`src/rtl/sram_ctrl_pkg.sv`:
```
// Shared constants, state encoding and sizing helper for the sram_ctrl slice.
// The INIT state is only entered when SRAM_CTRL_INIT_EN is defined.
package sram_ctrl_pkg;

   localparam int DEF_WIDTH     = 8;
   localparam int DEF_DEPTH     = 8;
   localparam int DEF_LEN_WIDTH = 3;

   typedef logic [2:0] state_t;

   localparam state_t ST_IDLE  = 3'd0;
   localparam state_t ST_WRITE = 3'd1;
   localparam state_t ST_READ  = 3'd2;
   localparam state_t ST_DRAIN = 3'd3;
   localparam state_t ST_INIT  = 3'd4;

   // The counter must cover both a full burst and a full memory sweep.
   function automatic int beat_cnt_width(input int len_width, input int depth);
      int dw;
      dw = (depth > 1) ? $clog2(depth) : 1;
      return (len_width > dw) ? len_width : dw;
   endfunction

endpackage

```
`src/rtl/sram_ctrl_addr_gen.sv`:
```
// Address walker shared by burst reads and the memory clear sweep:
// loadable start address, increment modulo DEPTH, beat countdown with last flag.
module sram_ctrl_addr_gen
   import sram_ctrl_pkg::*;
#(
   parameter int DEPTH      = DEF_DEPTH,
   parameter int ADDR_WIDTH = $clog2(DEPTH),
   parameter int CNT_WIDTH  = beat_cnt_width(DEF_LEN_WIDTH, DEPTH),
   parameter int RST_COUNT  = 0
) (
   input  logic                  clk,
   input  logic                  rst_n,
   input  logic                  load,
   input  logic [ADDR_WIDTH-1:0] start_addr,
   input  logic [CNT_WIDTH-1:0]  beats_m1,
   input  logic                  step,
   output logic [ADDR_WIDTH-1:0] next_addr,
   output logic                  last
);

   logic [ADDR_WIDTH-1:0] addr_reg;
   logic [CNT_WIDTH-1:0]  cnt_reg;

   always_ff @(posedge clk) begin
      if (!rst_n) begin
         addr_reg <= '0;
         cnt_reg  <= CNT_WIDTH'(RST_COUNT);
      end else if (load) begin
         addr_reg <= start_addr;
         cnt_reg  <= beats_m1;
      end else if (step) begin
         addr_reg <= next_addr;
         cnt_reg  <= cnt_reg - 1'b1;
      end
   end

   assign next_addr = (addr_reg == ADDR_WIDTH'(DEPTH - 1)) ? '0 : addr_reg + 1'b1;
   assign last      = (cnt_reg == '0);

endmodule

```
`src/rtl/sram_ctrl.sv`:
```
// Single-port SRAM host controller: single-beat writes, burst reads with a
// two-cycle return pipeline. Define SRAM_CTRL_INIT_EN to zero the memory after reset.
module sram_ctrl
   import sram_ctrl_pkg::*;
#(
   parameter int WIDTH      = DEF_WIDTH,
   parameter int DEPTH      = DEF_DEPTH,
   parameter int ADDR_WIDTH = $clog2(DEPTH),
   parameter int LEN_WIDTH  = DEF_LEN_WIDTH
) (
   input  logic                  clk,
   input  logic                  rst_n,
   input  logic                  req_valid,
   output logic                  req_ready,
   input  logic                  req_write,
   input  logic [ADDR_WIDTH-1:0] req_addr,
   input  logic [WIDTH-1:0]      req_wdata,
   input  logic [LEN_WIDTH-1:0]  req_len,
   output logic                  rsp_valid,
   output logic [WIDTH-1:0]      rsp_data,
   output logic                  rsp_last,
   output logic                  wr_ack,
   output logic                  init_busy,
   output logic                  sram_chip_sel,
   output logic                  sram_read_ena,
   output logic                  sram_write_ena,
   output logic [ADDR_WIDTH-1:0] sram_address,
   output logic [WIDTH-1:0]      sram_data_in,
   input  logic [WIDTH-1:0]      sram_data_out
);

   localparam int CNT_WIDTH = beat_cnt_width(LEN_WIDTH, DEPTH);

`ifdef SRAM_CTRL_INIT_EN
   // Reset lands directly in the clear sweep with address 0 already on the pins.
   localparam state_t RST_STATE = ST_INIT;
   localparam logic   RST_PINS  = 1'b1;
   localparam int     RST_COUNT = DEPTH - 1;
`else
   localparam state_t RST_STATE = ST_IDLE;
   localparam logic   RST_PINS  = 1'b0;
   localparam int     RST_COUNT = 0;
`endif

   state_t                state_reg;
   logic                  chip_sel_reg, read_ena_reg, write_ena_reg;
   logic [ADDR_WIDTH-1:0] address_reg;
   logic [WIDTH-1:0]      data_in_reg;
   logic                  rd_pipe_reg, last_pipe_reg;
   logic                  rsp_valid_reg, rsp_last_reg, wr_ack_reg;
   logic [WIDTH-1:0]      rsp_data_reg;

   logic                  gen_load, gen_step, gen_last;
   logic [ADDR_WIDTH-1:0] gen_next_addr;

   assign req_ready = (state_reg == ST_IDLE);
   assign gen_load  = req_ready && req_valid && !req_write;
   assign gen_step  = ((state_reg == ST_READ) || (state_reg == ST_INIT)) && !gen_last;

   sram_ctrl_addr_gen #(
      .DEPTH      (DEPTH),
      .ADDR_WIDTH (ADDR_WIDTH),
      .CNT_WIDTH  (CNT_WIDTH),
      .RST_COUNT  (RST_COUNT)
   ) u_addr_gen (
      .clk        (clk),
      .rst_n      (rst_n),
      .load       (gen_load),
      .start_addr (req_addr),
      .beats_m1   (CNT_WIDTH'(req_len)),
      .step       (gen_step),
      .next_addr  (gen_next_addr),
      .last       (gen_last)
   );

   always_ff @(posedge clk) begin
      if (!rst_n) begin
         state_reg     <= RST_STATE;
         chip_sel_reg  <= RST_PINS;
         write_ena_reg <= RST_PINS;
         read_ena_reg  <= 1'b0;
         address_reg   <= '0;
         data_in_reg   <= '0;
         rd_pipe_reg   <= 1'b0;
         last_pipe_reg <= 1'b0;
         rsp_valid_reg <= 1'b0;
         rsp_last_reg  <= 1'b0;
         rsp_data_reg  <= '0;
         wr_ack_reg    <= 1'b0;
      end else begin
         // Return pipeline: SRAM registers data one edge after the pins, we capture one later.
         rd_pipe_reg   <= read_ena_reg;
         last_pipe_reg <= (state_reg == ST_READ) && gen_last;
         rsp_valid_reg <= rd_pipe_reg;
         rsp_last_reg  <= last_pipe_reg;
         if (rd_pipe_reg) rsp_data_reg <= sram_data_out;
         wr_ack_reg    <= 1'b0;

         case (state_reg)
            ST_IDLE: begin
               if (req_valid) begin
                  chip_sel_reg  <= 1'b1;
                  address_reg   <= req_addr;
                  write_ena_reg <= req_write;
                  read_ena_reg  <= !req_write;
                  data_in_reg   <= req_write ? req_wdata : '0;
                  state_reg     <= req_write ? ST_WRITE : ST_READ;
               end
            end
            ST_WRITE: begin
               chip_sel_reg  <= 1'b0;
               write_ena_reg <= 1'b0;
               address_reg   <= '0;
               data_in_reg   <= '0;
               wr_ack_reg    <= 1'b1;
               state_reg     <= ST_IDLE;
            end
            ST_READ: begin
               if (gen_last) begin
                  chip_sel_reg <= 1'b0;
                  read_ena_reg <= 1'b0;
                  address_reg  <= '0;
                  state_reg    <= ST_DRAIN;
               end else begin
                  address_reg  <= gen_next_addr;
               end
            end
            ST_DRAIN: state_reg <= ST_IDLE;
`ifdef SRAM_CTRL_INIT_EN
            ST_INIT: begin
               if (gen_last) begin
                  chip_sel_reg  <= 1'b0;
                  write_ena_reg <= 1'b0;
                  address_reg   <= '0;
                  state_reg     <= ST_IDLE;
               end else begin
                  address_reg   <= gen_next_addr;
               end
            end
`endif
            default: begin
               chip_sel_reg  <= 1'b0;
               read_ena_reg  <= 1'b0;
               write_ena_reg <= 1'b0;
               address_reg   <= '0;
               data_in_reg   <= '0;
               state_reg     <= ST_IDLE;
            end
         endcase
      end
   end

`ifdef SRAM_CTRL_INIT_EN
   assign init_busy = (state_reg == ST_INIT);
`else
   assign init_busy = 1'b0;
`endif

   assign sram_chip_sel  = chip_sel_reg;
   assign sram_read_ena  = read_ena_reg;
   assign sram_write_ena = write_ena_reg;
   assign sram_address   = address_reg;
   assign sram_data_in   = data_in_reg;
   assign rsp_valid      = rsp_valid_reg;
   assign rsp_last       = rsp_last_reg;
   assign rsp_data       = rsp_data_reg;
   assign wr_ack         = wr_ack_reg;

endmodule

```
`config.mk`:
```
export PLATFORM = sky130hd
export DESIGN_NAME = sram_ctrl
export DESIGN_NICKNAME = d
export VERILOG_FILES = /design/src/rtl/sram_ctrl_pkg.sv /design/src/rtl/sram_ctrl_addr_gen.sv /design/src/rtl/sram_ctrl.sv
export SDC_FILE = /design/constraint.sdc
export NUM_CORES = 1
export LEC_CHECK = 0
export CORE_MARGIN = 2
export CORE_UTILIZATION = 44
export CTS_BUF_LIST = sky130_fd_sc_hd__clkbuf_16
export CTS_CLUSTER_DIAMETER = 120
export DETAILED_ROUTE_END_ITERATION = 12
export PLACE_DENSITY = 0.79
export SETUP_SLACK_MARGIN = 0.1
export SKIP_CTS_REPAIR_TIMING = 1
export SLEW_MARGIN = 20
export SYNTH_ARGS = -nofsm -noshare
export SYNTH_HDL_FRONTEND = slang
export SYNTH_SLANG_ARGS = --single-unit
export TNS_END_PERCENT = 100
```
`constraint.sdc`:
```
create_clock -name clk -period 3.8 [get_ports clk]
set_input_delay 0.57 -clock clk [delete_from_list [all_inputs] [get_ports clk]]
set_output_delay 0.57 -clock clk [all_outputs]
set_load 0.01 [all_outputs]
```
# Yosys cells after proc, flatten, opt, wreduce, memory -nomap -nowiden

Cells that the tools add are included.

Add/subtract/negate cells: 2
Equal/unequal tests: 7
Muxes and demuxes: 23
Bitwise logic cells: 3
Reduce and logical (&&, ||, !) cells: 17

Operator list:

| kind                | count |
|---|---|
| $mux 3              | 9 |
| $mux 8              | 2 |
| $pmux 8 s2          | 1 |
| $pmux 3 s3          | 1 |
| $eq 3x2->1 const B  | 2 |
| $eq 3x3->1 const B  | 2 |
| $logic_not 3->1     | 2 |
| $pmux 1 s3          | 2 |
| $pmux 3 s2          | 1 |
| $reduce_and 2->1    | 3 |
| $reduce_and 3->1    | 2 |
| $mux 1              | 5 |
| $logic_and 1x1->1   | 4 |
| $ne 2x2->1 const B  | 2 |
| $reduce_or 2->1     | 2 |
| $add 3x1->3 const B | 1 |
| $eq 3x1->1 const B  | 1 |
| $not 1->1           | 3 |
| $sub 3x1->3 const B | 1 |
| $logic_not 1->1     | 2 |
| $mux 2              | 1 |
| $pmux 1 s2          | 1 |
| $reduce_bool 2->1   | 1 |
| $logic_or 1x1->1    | 1 |

Register bits: 36
Output and inout port bits: 27

# Longest topological paths before layout

Gate-level depths: netlist of the first run.

Depth in word-level cells: 5
Mapped depth: 7
Depth with buffers taken out: 6

# Hierarchy

A second synthesis of the first run with hierarchy kept.

Cell total of the unflattened synthesis: 154
Area total of the unflattened synthesis: 1541.5 µm²

By module, submodules not included:

| module             | instances | cells an instance | area each (µm²) |
|---|---|---|---|
| sram_ctrl          | 1         | 116               | 1164.9 |
| sram_ctrl_addr_gen | 1         | 38                | 376.6 |

# Worst setup path before layout of the first run

No wires, ideal clock.

Path kind: input -> register
Start: input req_valid
End: register u_addr_gen.cnt_reg[1]
Library setup time: 116 ps
Arrival time: 1589 ps
Required time: 3684 ps
Setup slack: 2094 ps
Cell stages on the path: 4
Buffers on the path: 2
Path through: buf_2 -> or4b_4 -> buf_4 -> a31o_2

Longest elaborated chain between the ends: 3

RTL lines:

| what                                               | RTL line                 | RTL |
|---|---|---|
| start: declaration                                 | sram_ctrl.sv:13          | `input logic req_valid,` |
| $logic_and 1x1->1 (*) (2 in series)                | sram_ctrl.sv:57          | `assign gen_load = req_ready && req_valid && !req_write;` |
| $mux 3 / $reduce_bool 2->1 (equally long branches) | --                       |  |
| end signal: assignment                             | sram_ctrl_addr_gen.sv:27 | `cnt_reg <= CNT_WIDTH'(RST_COUNT);` |
| end signal: assignment                             | sram_ctrl_addr_gen.sv:30 | `cnt_reg <= beats_m1;` |
| end signal: assignment                             | sram_ctrl_addr_gen.sv:33 | `cnt_reg <= cnt_reg - 1'b1;` |
| end: declaration                                   | sram_ctrl_addr_gen.sv:22 | `logic [CNT_WIDTH-1:0] cnt_reg;` |

Mark *: on every way between the ends. The rest lies on a longest branch, timed or not.
A chain may end at the register's enable or synchronous reset.

# Worst setup path after layout of the first run

Start: register state_reg[1]
End: output req_ready

Longest elaborated chain between the ends: 1

RTL lines:

| what                     | RTL line         | RTL |
|---|---|---|
| start: declaration       | sram_ctrl.sv:45  | `state_t state_reg;` |
| start signal: assignment | sram_ctrl.sv:107 | `state_reg <= req_write ? ST_WRITE : ST_READ;` |
| $logic_not 3->1          | sram_ctrl.sv:56  | `assign req_ready = (state_reg == ST_IDLE);` |
| end: declaration         | sram_ctrl.sv:14  | `output logic req_ready,` |

Every way passes these cells.

==> summary.md, run 1 <==
| Metric | Value |
|---|---|
| Status | completed |
| Vias per cell | 5.12 |
| Final setup vio count | 0 |
| Distinct cells, synth | 31 |
| Routed len/inst | 13.6 um |
| Sw Ratio | 22.7% |
| Post-Route Skew | 0.00281 ns |
| Share of cells above drive strength 1 | 5.31% |
| ANT nets after route | 0 |
| Placer Congestion | 0.832 |
| Global Route Usage Sum | 19.6% |
| Slew Limit Headroom | 56.1% |
| Starting Density | 46.7% |
| CTS Sinks | 35 |
| Synthesized area | 0.00144 mm2 |
| Clock power frac | 45.2% |
| Fin crit share | 59.8% |
| Power share of the sequential group | 40.6% |
| Crit. End Element | output port |
| Arrival time at the worst endpoint | 1.70 ns |
| GR Overflow Total | 0 |
| CP Max Fanout | 17 |
| CTS tree | built |
| Ports | 53 |
| Mean post-synth cell area | 9.09 um2 |
| P_int | 0.774 mW |
| Count leader, synth | dfxtp_1 |
| Routed Wire Length | 3.41 mm |
| Final instance area | 0.00212 mm2 |
| Yosys reg bits | 35 |
| Area of the multi-input gates | 646 um2 |
| DRC marker count from the first detailed-route iteration | 39 |
| Final Max Slew Viols | 0 |
| Num CTS Buffers | 5 |
| First-pass GRT wire length | 5.26 mm |
| CTS clk-pin slew, worst paths | 0.05 ns |
| Top cells by area, synth | dfxtp_1 49%, mux2i_1 8.4%, nor2_1 7.6% |
| Tmin final | 2.27 ns |
| First-pass DRT Iterations | 4 |
| Post-route DRC violation count | 0 |
| RSZ-0062 raised after global routing | false |
| # diodes | 0 |
| Worst Path Required | 3.23 ns |
| Maxcap violations | 0 |
| WS Path Type | reg -> out |
| Via Count | 1,285 |
| Sequential area share after synthesis | 48.8% |
| Power Density | 473 mW/mm2 |
| Ys async rst share | 0% |
| Syn-to-layout area delta | 47.5% |
| Most instantiated cells after synthesis | 35 x dfxtp_1, 29 x nor2_1, 14 x a21oi_1, 12 x mux2i_1 |
| Cells after Synth | 158 |
| Worst-Skew Late Latency | 0.27 ns |
| Main synth FF type | dfxtp_1 |
| Root Driver | clkbuf_16 |
| Static leakage | 0.820 nW |
| Worst vdd ir | 0.000303 V |
| Core box area | 0.00308 mm2 |
| Vias in the first global route | 1,217 |
| Fin cells | 251 |
| Post-DP HPWL | 2.46 mm |
| Antenna violations before repair | 0 |
| Final hold viol count | 0 |
| Fillers | 244 |
| CTS H-tree depth | 2 |
| EDFF count, synth | 0 |
| R2r setup slk | 2.09 ns |
| Placed Area | 0.00195 mm2 |
| P_sw | 0.227 mW |
| Die Y | 61.1 um |
| # port buffers | 51 |
| DIE AREA | 0.00374 mm2 |
| Largest net degree at the start of global routing | 20 |
| HP Class | reg -> reg |
| Synth top area share | 48.8% |
| Cell taking the most area after synthesis | dfxtp_1 |
| Combinational share of power | 14.2% |
| Synth warnings | 0 |
| Tightest Pin Transition | 0.657 ns |
| Nets | 236 |
| Final TNS setup | 0 ns |
| Clock Path Buffers | 2 |
| Placed cell count | 243 |
| Fmax | 440 MHz |
| CP Launch Type | flop |
| Die width | 61.1 um |
| # rows | 20 |
| Syn nets | 188 |
| FF/Latch Area | 701 um2 |
-- per-layer routing --
metal	track usage [%]	routed length (um)	share of wire (%)	up-vias
met2	34.7	1860	55	41
met5	0	0	0	-
met4	9.32	45	1.3	0
met3	5.88	174	5.1	6
met1	21.3	1330	39	604
li1	-	-	-	634
-- cell type report --
cell class,instances,share of cell area [%]
Sequential cell,35,33.1
Multi-Input combinational cell,104,30.5
Timing Repair Buffer,52,24.5
Clock buffer,5,5.91
Tap cell,44,2.60
Clock inverter,3,2.07
Inverter,8,1.42
-- per-stage QoR --
step / total power, mW / utilization (%) / setup slack [ns] / hold slack (ns)
2_1_floorplan: 0.487 / - / 2.09 / 0.412
3_3_place_gp: 0.548 / 63.3 / 1.49 / 0.426
3_5_place_dp: 0.554 / 63.3 / 1.39 / 0.432
4_1_cts: 1.01 / 68.8 / 1.55 / 0.446
5_1_grt: 1.04 / 68.8 / 1.47 / 0.461
6_report: 1.00 / 68.8 / 1.53 / 0.445
-- power groups by stage --
stage / logic, mW / clock network [mW] / registers [mW]
4_1_cts: 0.143 / 0.463 / 0.406
6_report: 0.142 / 0.453 / 0.406
3_3_place_gp: 0.135 / 0 / 0.412
2_1_floorplan: 0.0745 / 0 / 0.412
3_5_place_dp: 0.140 / 0 / 0.413
5_1_grt: 0.155 / 0.480 / 0.409
-- final timing paths --
kind,from,to,depth (start not counted)
worst max register to register,u_addr_gen.cnt_reg[1],u_addr_gen.cnt_reg[2],7
worst max-delay path,state_reg[1],req_ready,2
worst min register to register,last_pipe_reg,rsp_last,1
worst min-delay path,last_pipe_reg,rsp_last,1
-- cell families after synthesis --
| logic type | Yosys count | share of synthesized area, % |
|---|---|---|
| compound gates | 39 | 17.6 |
| fa+ha+maj | 4 | 3.48 |
| other cells | 1 | 0.261 |
| buf+inv | 19 | 6.27 |
| mux | 12 | 8.36 |
| flops | 35 | 48.8 |
| xor+xnor | 1 | 0.610 |
| simple gates | 47 | 14.6 |
-- critical path, cell delays in order (launching register included) --
cell	delay [ns]
dfxtp_1	0.47
nor2_1	0.35
clkdlybuf4s50_1	0.61
-- placed cells by master (no fill, tap or decap) --
master and n:
a21oi_1 14, a22oi_1 9, a31o_2 1, and2_1 3, and3_1 1, and3b_1 1, buf_4 1, bufinv_16 1
clkbuf_16 5, clkdlybuf4s50_1 51, clkinv_1 1, clkinv_2 1, clkinv_4 1, conb_1 1, dfxtp_1 35, ha_1 4
inv_1 7, mux2i_1 12, nand2_1 9, nand2b_1 1, nor2_1 29, nor2b_1 1, nor3b_1 1, o211a_1 1
o21ai_0 6, o21bai_1 1, o221ai_1 2, o22a_1 2, o22ai_1 1, o31a_1 1, o32ai_1 1, or4b_4 1
xnor2_1 1
No activity file was read; power rests on OpenSTA's default activity.
==> run 2, diff against run 1 <==
--- a/config.mk
+++ b/config.mk
@@ -6,11 +6,11 @@
 export NUM_CORES = 1
 export LEC_CHECK = 0
 export CORE_MARGIN = 2
-export CORE_UTILIZATION = 44
+export CORE_UTILIZATION = 39
 export CTS_BUF_LIST = sky130_fd_sc_hd__clkbuf_16
 export CTS_CLUSTER_DIAMETER = 120
 export DETAILED_ROUTE_END_ITERATION = 12
-export PLACE_DENSITY = 0.79
+export PLACE_DENSITY = 0.75
 export SETUP_SLACK_MARGIN = 0.1
 export SKIP_CTS_REPAIR_TIMING = 1
 export SLEW_MARGIN = 20
==> constraint.sdc (replaced) <==
create_clock -name clk -period 1.8 [get_ports clk]
set_input_delay 0.27 -clock clk [delete_from_list [all_inputs] [get_ports clk]]
set_output_delay 0.27 -clock clk [all_outputs]
set_load 0.01 [all_outputs]
==> summary.md, run 2 (synthesis gave the netlist of run 1 again) <==
| Metric | Value |
|---|---|
| CTS H-tree depth | 2 (unchanged) |
| Power Density | 1020 mW/mm2 (was 473 mW/mm2) |
| Slew Limit Headroom | 56.0% (was 56.1%) |
| Num CTS Buffers | 5 (unchanged) |
| Cells on Worst Hold Path | 1 (unchanged) |
| Tightest Pin Transition | 0.658 ns (was 0.657 ns) |
| Worst reg2reg startpoint | u_addr_gen.cnt_reg[0] (was u_addr_gen.cnt_reg[1]) |
| Via Count | 1,286 (was 1,285) |
| Crit. End Element | flop (was output port) |
| Starting Density | 39.8% (was 46.7%) |
| # port buffers | 51 (unchanged) |
| Largest net degree at the start of global routing | 18 (was 20) |
| Global Route Usage Sum | 17.5% (was 19.6%) |
| CP peak stage delay | 0.34 ns (was 0.61 ns) |
| PnR worst setup slack | 0.145 ns (was 1.53 ns) |
| Most frequent cells in the layout | 50 x clkdlybuf4s50_1, 34 x dfxtp_1, 29 x nor2_1 (was 51 x clkdlybuf4s50_1, 35 x dfxtp_1, 29 x nor2_1) |
| Root Driver | clkbuf_16 (unchanged) |
| Fin crit share | 91.9% |
| Area of the multi-input gates | 648 um2 (was 646 um2) |
| Worst Hold Launch | last_pipe_reg (unchanged) |
| CP max stage cell | dfxtp_1 (was clkdlybuf4s50_1) |
| Routed Wire Length | 3.36 mm (was 3.41 mm) |
| Worst Path Required | 1.96 ns (was 3.23 ns) |
| Routed len/inst | 12.7 um (was 13.6 um) |
| CTS Sinks | 35 (unchanged) |
| R2r setup slk | 0.15 ns (was 2.09 ns) |
| Final Max Slew Viols | 0 (unchanged) |
| Top routing layer in use | met4 (unchanged) |
| WL met2 | 1.61 mm (was 1.86 mm) |
| HP Class | reg -> reg (unchanged) |
| Metal1 wirelength | 1.57 mm (was 1.33 mm) |
| Worst path cell trace | inv_1 -> ha_1 -> nor2b_2 -> nor3b_1 -> buf_4 -> a21oi_1 -> o31a_1 (was nor2_1 -> clkdlybuf4s50_1) |
| FF-to-FF path depth | 7 (unchanged) |
| Post-Route Skew | 0.00385 ns (was 0.00281 ns) |
| First-pass DRT Iterations | 4 (unchanged) |
| Vias in the first global route | 1,159 (was 1,217) |
| Maxcap violations | 0 (unchanged) |
| Worst-Skew Late Latency | 0.27 ns (about the same) |
| GR Overflow Total | 0 (unchanged) |
| WS Path Type | reg -> reg (was reg -> out) |
| # diodes | 0 (unchanged) |
| First-pass GRT wire length | 5.55 mm (was 5.26 mm) |
| Placer Congestion | 0.868 (was 0.832) |
| Final setup vio count | 0 (unchanged) |
| Delay-heaviest family, CP | compound AO/OA/AOI/OAI gates (was buffers and inverters) |
| RSZ-0062 raised after global routing | true (was false) |
| DRC marker count from the first detailed-route iteration | 41 (was 39) |
| # rows | 22 (was 20) |
| FF/Latch Area | 702 um2 (was 701 um2) |
| Vias per cell | 4.87 (was 5.12) |
| CP Launch Type | flop (unchanged) |
| Tmin final | 1.65 ns |
| Static leakage | 0.881 nW (was 0.820 nW) |
| Dpl ws | 0.0221 ns (was 1.39 ns) |
| Die width | 64.7 um (was 61.1 um) |
| CTS tree | built (unchanged) |
| CTS clk-pin slew, worst paths | 0.05 ns (about the same) |
| Syn-to-layout area delta | 54.4% (was 47.5%) |
| Post-DP HPWL | 2.31 mm (was 2.46 mm) |
| Arrival time at the worst endpoint | 1.82 ns (was 1.70 ns) |
| Most common cell after layout, fill and taps aside | clkdlybuf4s50_1 (unchanged) |
| Die Y | 64.7 um (was 61.1 um) |
| CP Max Fanout | 9 (was 17) |
| Share of cells above drive strength 1 | 9.72% (was 5.31%) |
| Final hold viol count | 0 (unchanged) |
| Antenna violations before repair | 0 (unchanged) |
| Fmax | 604 MHz |
| DIE AREA | 0.00418 mm2 (was 0.00374 mm2) |
| Clock Path Buffers | 2 (unchanged) |
| Fillers | 302 (was 244) |
| Worst vdd ir | 0.000774 V (was 0.000303 V) |
| Core box area | 0.00361 mm2 (was 0.00308 mm2) |
| Status | completed (unchanged) |
| Nets | 245 (was 236) |
| WHS Endpoint | rsp_last (unchanged) |
| Post-route DRC violation count | 0 (unchanged) |
| Final TNS setup | 0 ns (unchanged) |
| Worst Path Buf+Inv | 2 (was 1) |
| WL met3 | 139 um (was 174 um) |
| ANT nets after route | 0 (unchanged) |
| Ports | 53 (unchanged) |
| Reg2reg end | u_addr_gen.cnt_reg[2] (unchanged) |
run 2: changes by cell type in the layout (fill, tap and decap cells not counted):
cell / delta
buf_4: +9
nor2b_2: +1
inv_1: +1
dlymetal6s2s_1: +1
dfxtp_2: +1
nor2b_1: -1
dfxtp_1: -1
clkinv_4: -1
clkinv_2: -1
clkdlybuf4s50_1: -1
bufinv_16: +1
run 2: how the worst max path moves through the flow:
stage                     cells after the start  slack, ns             startpoint                     to
final                                         7       0.15  u_addr_gen.cnt_reg[0]  u_addr_gen.cnt_reg[2]
after global routing                          7       0.08  u_addr_gen.cnt_reg[0]  u_addr_gen.cnt_reg[2]
after CTS                                     2       0.11           state_reg[0]              req_ready
after detailed placement                      5       0.02              req_valid        sram_data_in[1]
after global placement                        5       0.06              req_valid  u_addr_gen.cnt_reg[2]
after floorplan                               7       0.27  u_addr_gen.cnt_reg[0]  u_addr_gen.cnt_reg[2]
run 2: layer usage:
metal  vias to the layer above  global-route usage [%]
met5                         -                       0
met4                         0                    7.98
met3                         2                    5.03
met2                        33                    28.4
met1                       598                    21.6
li1                        653                       -
run 2: power breakdown:
part | switching [mW] | internal (mW) | total (mW)
sequential | 0.0361 | 0.820 | 0.856
combinational | 0.139 | 0.180 | 0.318
clock | 0.305 | 0.788 | 1.09
run 2: area by class of cell:
class | count | area share (%)
multi-input cells | 104 | 29.2
clock buffers | 5 | 5.64
clock inverters | 3 | 2.88
inverters | 8 | 1.35
repair buffers | 61 | 26.5
well taps | 48 | 2.71
flip-flops and latches | 35 | 31.7
run 2: per-stage QoR:
| step | power [mW] | area (um2) | utilization [%] | hold slack [ns] | cells |
|---|---|---|---|---|---|
| 6_report | 2.27 | 2220 | 61.5 | 0.437 | 264 |
| 5_1_grt | 2.38 | 2220 | 61.5 | 0.465 | 264 |
| 4_1_cts | 2.30 | 2210 | 61.3 | 0.442 | 264 |
| 3_5_place_dp | 1.18 | 2020 | 56.1 | 0.428 | 256 |
| 3_3_place_gp | 1.18 | 2020 | 56.1 | 0.429 | 256 |
| 2_1_floorplan | 1.03 | 1440 | - | 0.408 | 158 |
